==> src/rtl/ttt_game_controller.sv <==
// Two-player tic-tac-toe sequencer: owns the board, alternates turns, validates moves and
// ends the game on a win (reported back by winner_detector), a full board or a turn timeout.
module ttt_game_controller #(
  parameter logic [1:0]  START_PLAYER = 2'b01,
  parameter int unsigned TURN_TIMEOUT = 0,
  parameter int unsigned TIMER_W      = 16
) (
  input  logic       clk,
  input  logic       reset,
  input  logic       start,
  input  logic       move_valid,
  input  logic [3:0] move_pos,
  input  logic       win,
  input  logic [1:0] who,
  output logic [1:0] pos1,
  output logic [1:0] pos2,
  output logic [1:0] pos3,
  output logic [1:0] pos4,
  output logic [1:0] pos5,
  output logic [1:0] pos6,
  output logic [1:0] pos7,
  output logic [1:0] pos8,
  output logic [1:0] pos9,
  output logic [1:0] turn,
  output logic       move_ack,
  output logic       move_err,
  output logic       game_over,
  output logic [1:0] result,
  output logic       forfeit,
  output logic [3:0] move_count
);

  typedef enum logic [1:0] {S_IDLE, S_TURN, S_EVAL, S_OVER} state_t;

  localparam bit                 TIMEOUT_EN = (TURN_TIMEOUT != 0);
  localparam logic [TIMER_W-1:0] TIMER_LAST = TIMER_W'(TURN_TIMEOUT - 1);

  state_t              state_q, state_d;
  logic [8:0][1:0]     board_q, board_d;
  logic [1:0]          turn_q, turn_d;
  logic [1:0]          result_q, result_d;
  logic [3:0]          count_q, count_d;
  logic [TIMER_W-1:0]  timer_q, timer_d;
  logic                ack_q, ack_d;
  logic                err_q, err_d;
  logic                over_q, over_d;
  logic                forfeit_q, forfeit_d;
  logic                cell_free;
  logic                legal;

  function automatic logic [1:0] other_player(input logic [1:0] p);
    return (p == 2'b01) ? 2'b10 : 2'b01;
  endfunction

  // Positions 0 and 10..15 match no cell, so they are never free.
  always_comb begin
    cell_free = 1'b0;
    for (int i = 0; i < 9; i++) begin
      if (move_pos == 4'(i + 1) && board_q[i] == 2'b00) cell_free = 1'b1;
    end
  end

  assign legal = move_valid && cell_free;

  always_comb begin
    state_d   = state_q;
    board_d   = board_q;
    turn_d    = turn_q;
    result_d  = result_q;
    count_d   = count_q;
    timer_d   = timer_q;
    over_d    = over_q;
    forfeit_d = forfeit_q;
    ack_d     = 1'b0;
    err_d     = 1'b0;

    if (start) begin
      state_d   = S_TURN;
      board_d   = '0;
      turn_d    = START_PLAYER;
      result_d  = 2'b00;
      count_d   = 4'd0;
      timer_d   = '0;
      over_d    = 1'b0;
      forfeit_d = 1'b0;
    end else begin
      case (state_q)
        S_TURN: begin
          if (legal) begin
            for (int i = 0; i < 9; i++) begin
              if (move_pos == 4'(i + 1)) board_d[i] = turn_q;
            end
            count_d = count_q + 4'd1;
            ack_d   = 1'b1;
            state_d = S_EVAL;
          end else begin
            err_d = move_valid;
            // A rejected move does not restart the clock on the current player.
            if (TIMEOUT_EN && timer_q == TIMER_LAST) begin
              state_d   = S_OVER;
              over_d    = 1'b1;
              forfeit_d = 1'b1;
              result_d  = other_player(turn_q);
              turn_d    = 2'b00;
            end else if (TIMEOUT_EN) begin
              timer_d = timer_q + TIMER_W'(1);
            end
          end
        end
        S_EVAL: begin
          if (win) begin
            state_d  = S_OVER;
            over_d   = 1'b1;
            result_d = who;
            turn_d   = 2'b00;
          end else if (count_q == 4'd9) begin
            state_d  = S_OVER;
            over_d   = 1'b1;
            result_d = 2'b11;
            turn_d   = 2'b00;
          end else begin
            state_d = S_TURN;
            turn_d  = other_player(turn_q);
            timer_d = '0;
          end
        end
        default: ;
      endcase
    end
  end

  always_ff @(posedge clk) begin
    if (reset) begin
      state_q   <= S_IDLE;
      board_q   <= '0;
      turn_q    <= 2'b00;
      result_q  <= 2'b00;
      count_q   <= 4'd0;
      timer_q   <= '0;
      ack_q     <= 1'b0;
      err_q     <= 1'b0;
      over_q    <= 1'b0;
      forfeit_q <= 1'b0;
    end else begin
      state_q   <= state_d;
      board_q   <= board_d;
      turn_q    <= turn_d;
      result_q  <= result_d;
      count_q   <= count_d;
      timer_q   <= timer_d;
      ack_q     <= ack_d;
      err_q     <= err_d;
      over_q    <= over_d;
      forfeit_q <= forfeit_d;
    end
  end

  assign pos1       = board_q[0];
  assign pos2       = board_q[1];
  assign pos3       = board_q[2];
  assign pos4       = board_q[3];
  assign pos5       = board_q[4];
  assign pos6       = board_q[5];
  assign pos7       = board_q[6];
  assign pos8       = board_q[7];
  assign pos9       = board_q[8];
  assign turn       = turn_q;
  assign move_ack   = ack_q;
  assign move_err   = err_q;
  assign game_over  = over_q;
  assign result     = result_q;
  assign forfeit    = forfeit_q;
  assign move_count = count_q;

endmodule

==> config.mk <==
export PLATFORM = sky130hd
export DESIGN_NAME = ttt_game_controller
export DESIGN_NICKNAME = d
export VERILOG_FILES = /design/src/rtl/ttt_game_controller.sv
export SDC_FILE = /design/constraint.sdc
export NUM_CORES = 1
export LEC_CHECK = 0
export ABC_AREA = 1
export BUFFER_PORTS_ARGS = -buffer_cell sky130_fd_sc_hd__clkbuf_2
export CORE_MARGIN = 3
export CORE_UTILIZATION = 47
export DETAILED_ROUTE_END_ITERATION = 7
export PLACE_DENSITY_LB_ADDON = 0.2
export SYNTH_ARGS = -nofsm -noshare
export SYNTH_HDL_FRONTEND = slang
export SYNTH_SLANG_ARGS = --single-unit
==> constraint.sdc <==
create_clock -name clk -period 1.3 [get_ports clk]
set_input_delay 0 -clock clk [delete_from_list [all_inputs] [get_ports clk]]
set_output_delay 0 -clock clk [all_outputs]
set_load 0.02 [all_outputs]
==> flow_summary.json, run 1 <==
{
  "outcome": "finished with violations",
  "failing_checks": "negative setup slack",
  "rsz_0062_raised_after_global_routing": "yes",
  "grt.total_usage": 0.205,
  "grt_antenna_before_repair": 0,
  "maxCapViolCount": 0,
  "syn-mean-instance-area_um2": 6.34,
  "clk-insertion-delay-late_ns": 0.33,
  "timing.hold.worst.class": "in -> reg",
  "dr.first_iter.drc_count": 121,
  "finalClockSkew_ns": 0.00933,
  "placed_cells": 362,
  "grt_start_max_net_pins": 35,
  "final.setup.worst_slack_ns": -0.0586,
  "place.gp.congestion": 0.834,
  "sequentialPowerShare": 0.522,
  "min_period_ns": 1.36,
  "portBuffers": 39,
  "firstDrtPassIters": 5,
  "finish.utilization": 0.677,
  "setup_tns_ns": -0.248,
  "cts_tree": "built",
  "internal_power_mw": 1.32,
  "nNetsFinal": 344,
  "start_util": 0.498,
  "cts_num_sinks": 31,
  "pwr-share-clk": 0.287,
  "layout-area-overhead-vs-synth_pct": 36.0,
  "synth.yosys.warnings": 0,
  "wire_length_per_cell_after_detailed_routing_um": 11.1,
  "y_dimension_of_the_die_um": 65.9,
  "num-fill-cells": 304,
  "netSwitchingFraction": 0.286,
  "comb_power_share": 0.191,
  "data_arrival_time_of_the_critical_path_ns": 1.58,
  "cts-htree-levels": 2,
  "chipWidth_um": 65.9,
  "timing.critical_path.from_type": "flip-flop",
  "clock-root-buffer": "sky130_fd_sc_hd__clkbuf_4",
  "clkSlewWorstSetupHoldPaths_ns": 0.09,
  "drt_antenna_net_count": 0,
  "dr_total_vias": 1777,
  "layout-drive-gt1-share": 0.334,
  "cts_buffers": 5,
  "synthesis.instances": 266,
  "antenna_cells_inserted": 0,
  "clock_tree.buffer_depth": 2,
  "dp_hpwl_um": 2880,
  "cp.required_ns": 1.52,
  "via_count_of_the_first_global_routing_pass": 1556,
  "total_power_mw": 1.85,
  "critical_path_class": "reg -> reg",
  "dieArea_um2": 4340,
  "highest_ir_drop_seen_on_vdd_mv": 0.668,
  "worstSetupEndpointType": "flip-flop",
  "placement_rows": 21,
  "overflow": 0,
  "setup_viol": 11,
  "pins_over_slew_limit": 0,
  "synthesis.nets": 279,
  "drt-vias-per-instance": 4.70,
  "design.core.area_um2": 3390,
  "yosysSeqAreaShare": 0.368,
  "power_switching_mw": 0.530,
  "route.final.wire_length_um": 4200,
  "ys_seq_elements": 31,
  "number_of_primary_i_o_pins": 41,
  "timing_hold_violations_final": 0,
  "fmax_mhz": 736,
  "p_per_area_nw_per_um2": 806,
  "timing.final.crit_share": 1.05,
  "hold-worst-slack_ns": 0.0146,
  "synth_cell_types": 22,
  "synth_area_um2": 1690,
  "path_max_fanout": 8,
  "p_leak_nw": 1.09,
  "final-instance-count-excl-fill": 378,
  "route.detailed.drc": 0,
  "grt_pass1_wl_um": 6780
}
state kept, by name (all words and copies together) (netlist names), 2 cells and up:
name	cells
result	2
pos4	2
pos6	2
state_q	2
pos3	2
turn	2
pos2	2
pos8	2
pos5	2
pos9	2
pos7	2
move_count	4
pos1	2
stage by stage:
| step | area, um2 | worst slack [ns] |
|---|---|---|
| 2_1_floorplan | 1710 | 0.00419 |
| 3_3_place_gp | 2090 | 0.00987 |
| 3_5_place_dp | 2090 | -0.0229 |
| 4_1_cts | 2210 | 0.00527 |
| 5_1_grt | 2290 | -0.167 |
| 6_report | 2290 | -0.0586 |
worst paths after layout:
check / slack, ns / endpoint / startpoint / cells past startpoint
worst max-delay path: -0.06 / pos9[0] / pos5[0] / 9
worst min-delay path: 0.01 / result[1] / win / 4
worst max register to register: -0.06 / pos9[0] / pos5[0] / 9
worst min register to register: 0.48 / state_q[0] / state_q[0] / 2
cells in the final DEF (no fill, tap or decap), types with 4 or more instances in the layout:
cell and n:
sky130_fd_sc_hd__a21oi_1 8, sky130_fd_sc_hd__inv_1 49, sky130_fd_sc_hd__clkbuf_4 5, sky130_fd_sc_hd__nand3_2 11, sky130_fd_sc_hd__nand4_1 19, sky130_fd_sc_hd__nor2_1 44, sky130_fd_sc_hd__nor3_1 5, sky130_fd_sc_hd__clkbuf_2 39
sky130_fd_sc_hd__dlygate4sd3_1 5, sky130_fd_sc_hd__buf_4 18, sky130_fd_sc_hd__nand2_1 50, sky130_fd_sc_hd__nand3_1 14, sky130_fd_sc_hd__nor2_2 7, sky130_fd_sc_hd__dfxtp_2 18, sky130_fd_sc_hd__dfxtp_1 13, sky130_fd_sc_hd__o21ai_0 4
layer usage:
metal,GRT usage,share of wire,vias up
met5,0,0,-
met4,0.0984,0.025,0
met3,0.0510,0.064,11
met2,0.312,0.45,64
met1,0.270,0.46,746
li1,-,-,956
area by class of cell:
class | instances | area [um2] | share of cell area
repair buffers | 68 | 473 | 0.206
clock inverters | 1 | 5.00 | 0.00218
well taps | 46 | 57.6 | 0.0251
inverters | 53 | 199 | 0.0867
clock buffers | 7 | 45.0 | 0.0196
flip-flops and latches | 31 | 643 | 0.280
multi-input cells | 172 | 871 | 0.380
synthesized netlist by cell type:
cell                        n  area [um2]
sky130_fd_sc_hd__o21ai_0    4        20.0
sky130_fd_sc_hd__buf_6      1        11.3
sky130_fd_sc_hd__dfxtp_1   31         621
sky130_fd_sc_hd__and3_1     1        6.26
sky130_fd_sc_hd__nor2_2     1        6.26
sky130_fd_sc_hd__clkinv_1   2        7.51
sky130_fd_sc_hd__nand4_1   19         119
sky130_fd_sc_hd__clkbuf_1   5        18.8
sky130_fd_sc_hd__xor2_1     2        17.5
sky130_fd_sc_hd__ha_1       2        25.0
sky130_fd_sc_hd__nand3_2    5        50.1
sky130_fd_sc_hd__nand3_1   20         100
sky130_fd_sc_hd__a21oi_1    9        45.0
sky130_fd_sc_hd__inv_1     49         184
sky130_fd_sc_hd__nor3_1     5        25.0
sky130_fd_sc_hd__conb_1     1        3.75
sky130_fd_sc_hd__nand2_4    1        11.3
sky130_fd_sc_hd__inv_2      2        7.51
sky130_fd_sc_hd__nand2_1   52         195
sky130_fd_sc_hd__nor2_1    50         188
sky130_fd_sc_hd__buf_4      2        15.0
sky130_fd_sc_hd__buf_2      2        10.0
what timing repair did:
item,in CTS,in global routing
endpoints found under the hold margin,4,0
pin swaps,0,11
hold buffers,5,0
setup endpoints to repair,16,26
setup buffers,0,1
cloned,0,2
resized for setup,7,12
worst max-delay path: stages, from the launching register on:
cell,delay [ns]
sky130_fd_sc_hd__dfxtp_2,0.33
sky130_fd_sc_hd__nor2_1,0.12
sky130_fd_sc_hd__nand3_1,0.11
sky130_fd_sc_hd__nand3_2,0.11
sky130_fd_sc_hd__nor2_2,0.06
sky130_fd_sc_hd__nand2_4,0.12
sky130_fd_sc_hd__clkbuf_16,0.16
sky130_fd_sc_hd__nand4_1,0.10
sky130_fd_sc_hd__nand2_1,0.10
sky130_fd_sc_hd__nor2_1,0.04
power by group through the flow:
| stage | Combinational [mW] | Clock (mW) | Sequential, mW |
|---|---|---|---|
| floorplan | 0.173 | 0 | 0.994 |
| global placement | 0.276 | 0 | 0.988 |
| detailed placement | 0.278 | 0 | 0.988 |
| CTS | 0.297 | 0.550 | 0.966 |
| global route | 0.384 | 0.598 | 0.968 |
| finish | 0.352 | 0.531 | 0.966 |
logic make-up after synthesis:
kind of cell / synth area share
other cells: 0.00222
simple gates: 0.415
flops: 0.368
buf+inv: 0.151
compound gates: 0.0386
xor+xnor: 0.0104
fa+ha+maj: 0.0148
Power figures use the tool's default switching activity.
==> inputs of run 2 (changes only) <==
--- a/config.mk
+++ b/config.mk
@@ -7,6 +7,7 @@
 export LEC_CHECK = 0
 export ABC_AREA = 1
 export BUFFER_PORTS_ARGS = -buffer_cell sky130_fd_sc_hd__clkbuf_2
+export CORE_ASPECT_RATIO = 0.6
 export CORE_MARGIN = 3
 export CORE_UTILIZATION = 47
 export DETAILED_ROUTE_END_ITERATION = 7
==> run 2 against run 1 <==
The flow still finishes with violations (negative setup slack). Via count is 6.6% higher. Design area rose by 7.0%. Flip-flop and latch count unchanged. Global-route usage increased by 1.7 points. Highest routed layer unchanged. Hold slack improved by 0.060 ns. Largest power group unchanged. Clock skew is 0.0042 ns lower. Sequential power hardly changed. Clock power rose by 53%. Fmax down 3.1%. First-iteration DRC count grew 2.5%.
==> flow_summary.json, run 2 (synthesized netlist as in run 1, its figures left out) <==
{
  "cts_num_sinks": 31,
  "rsz_0062_raised_after_global_routing": "yes",
  "p_leak_nw": 1.14,
  "layout-drive-gt1-share": 0.379,
  "cp_cell_sequence": "nor2_2 > nand4_1 > nand2_2 > nor2_4 > nand2_4 > buf_6 > nand3_4 > nand2_1 > inv_1 > nor2_1",
  "timing.rr.end": "pos5[1]",
  "finalClockSkew_ns": 0.00514,
  "min_period_ns": 1.40,
  "critical_path.slowest_cell": "sky130_fd_sc_hd__dfxtp_2",
  "timing.hold.worst_path_depth": 4,
  "setup_tns_ns": -1.24,
  "critical_path_class": "reg -> reg",
  "final.setup.worst_slack_ns": -0.102,
  "portBuffers": 39,
  "rrSetupSlack_ns": -0.10,
  "clk-insertion-delay-late_ns": 0.30,
  "number_of_primary_i_o_pins": 41,
  "dp_hpwl_um": 3180,
  "setup_viol": 23,
  "layout-area-overhead-vs-synth_pct": 45.5,
  "hold-worst-slack_ns": 0.0745,
  "grt_pass1_wl_um": 7600,
  "crit_path_depth": 10,
  "timing.critical_path.from_type": "flip-flop",
  "cp.required_ns": 1.53,
  "design.core.area_um2": 3340,
  "worst_path_largest_cell_delay_ns": 0.33,
  "dr.first_iter.drc_count": 124,
  "num-fill-cells": 277,
  "timing.final.crit_share": 1.08,
  "layout.cells.most_common_list": "47 x sky130_fd_sc_hd__inv_1, 45 x sky130_fd_sc_hd__nand2_1, 41 x sky130_fd_sc_hd__nor2_1, 39 x sky130_fd_sc_hd__clkbuf_2, 20 x sky130_fd_sc_hd__buf_4",
  "clock-root-buffer": "sky130_fd_sc_hd__clkbuf_8",
  "outcome": "finished with violations",
  "chipWidth_um": 83.3,
  "maxCapViolCount": 0,
  "via_count_of_the_first_global_routing_pass": 1626,
  "wire_length_per_cell_after_detailed_routing_um": 12.5,
  "firstDrtPassIters": 5,
  "overflow": 0,
  "y_dimension_of_the_die_um": 52.4,
  "dieArea_um2": 4370,
  "grt.total_usage": 0.222,
  "worstPathBufferInverterCount": 2,
  "cts-htree-levels": 2,
  "highest_ir_drop_seen_on_vdd_mv": 0.623,
  "layout_commonest_cell": "sky130_fd_sc_hd__inv_1",
  "route.detailed.drc": 0,
  "largest_register_ff_count": 4,
  "pins_over_slew_limit": 0,
  "failing_checks": "negative setup slack",
  "antenna_cells_inserted": 0,
  "p_per_area_nw_per_um2": 893,
  "drt_antenna_net_count": 0,
  "timing.hold.worst.class": "in -> reg",
  "clock_tree.buffer_depth": 2,
  "data_arrival_time_of_the_critical_path_ns": 1.63,
  "route.final.wire_length_um": 4800,
  "path_max_fanout": 7,
  "cts_tree": "built",
  "critical_path.endpoint": "pos5[1]",
  "total_power_mw": 2.19,
  "nNetsFinal": 350,
  "clkSlewWorstSetupHoldPaths_ns": 0.08,
  "start_util": 0.504,
  "crit-reg2reg-launch": "pos9[1]",
  "timing_hold_violations_final": 0,
  "dr_total_vias": 1895,
  "grt_start_max_net_pins": 35,
  "place.gp.congestion": 0.832,
  "fmax_mhz": 713,
  "worst_setup_path_startpoint": "pos9[1]",
  "rr_worst_depth": 10,
  "drt-vias-per-instance": 4.95,
  "cts_buffers": 5,
  "grt_antenna_before_repair": 0,
  "timing.critical_path.max_delay_family": "simple AND/OR/NAND/NOR gates",
  "worstSetupEndpointType": "flip-flop",
  "placement_rows": 16
}
[run 2: cell types whose count changed in the layout (fill, tap and decap cells not counted), moves of 5 or more]
cell                       before  now
sky130_fd_sc_hd__nand3_2       11    6
sky130_fd_sc_hd__clkbuf_4       5    0
sky130_fd_sc_hd__clkbuf_8       0    5
sky130_fd_sc_hd__nand2_2        1    8
sky130_fd_sc_hd__nand2_1       50   45
[run 2: worst min-delay path by stage]
stage | start | to
floorplan | reset | state_q[0]
global placement | reset | turn[0]
detailed placement | reset | state_q[0]
CTS | win | result[0]
global route | win | result[1]
finish | win | result[0]
[run 2: final cells by class]
| type | instances | area [um2] | share of cell area |
|---|---|---|---|
| Clock inverter | 3 | 23.8 | 0.00969 |
| Tap cell | 45 | 56.3 | 0.0229 |
| Timing Repair Buffer | 73 | 553 | 0.225 |
| Sequential cell | 31 | 643 | 0.262 |
| Multi-Input combinational cell | 173 | 910 | 0.371 |
| Inverter | 53 | 199 | 0.0811 |
| Clock buffer | 5 | 68.8 | 0.0280 |
[run 2: per-layer routing]
metal / up-vias / wire (um) / GRT usage
li1: 973 / - / -
met1: 826 / 2360 / 0.313
met2: 88 / 1990 / 0.327
met3: 8 / 389 / 0.0549
met4: 0 / 58 / 0.0842
met5: - / 0 / 0
[run 2: metrics by stage]
stage               area, um2  std cells  worst slack (ns)   util
floorplan                1710        266           0.00419      -
global placement         2120        364           -0.0213  0.635
detailed placement       2120        364           -0.0624  0.635
CTS                      2330        379           -0.0498  0.696
global route             2450        383            -0.164  0.734
finish                   2450        383            -0.102  0.734
[run 2: repair_timing]
| item | 4_1_cts | 5_1_grt |
|---|---|---|
| hold buffers | 5 | 0 |
| gates resized for setup | 10 | 25 |
| hold endpoints to repair | 4 | 0 |
| endpoints found under the setup margin | 16 | 30 |
| buffers inserted | 1 | 2 |
| pin swaps | 3 | 17 |
| cloned | 1 | 2 |
[run 2: where the power goes]
group	switching (mW)	total (mW)	internal [mW]
logic	0.227	0.412	0.185
clock network	0.430	0.813	0.382
registers	0.00833	0.967	0.958
[run 2: tightest hold or removal path: stages]
cell,delay [ns]
sky130_fd_sc_hd__clkbuf_2,0.08
sky130_fd_sc_hd__inv_1,0.10
sky130_fd_sc_hd__nor3_1,0.08
sky130_fd_sc_hd__nor2_1,0.08
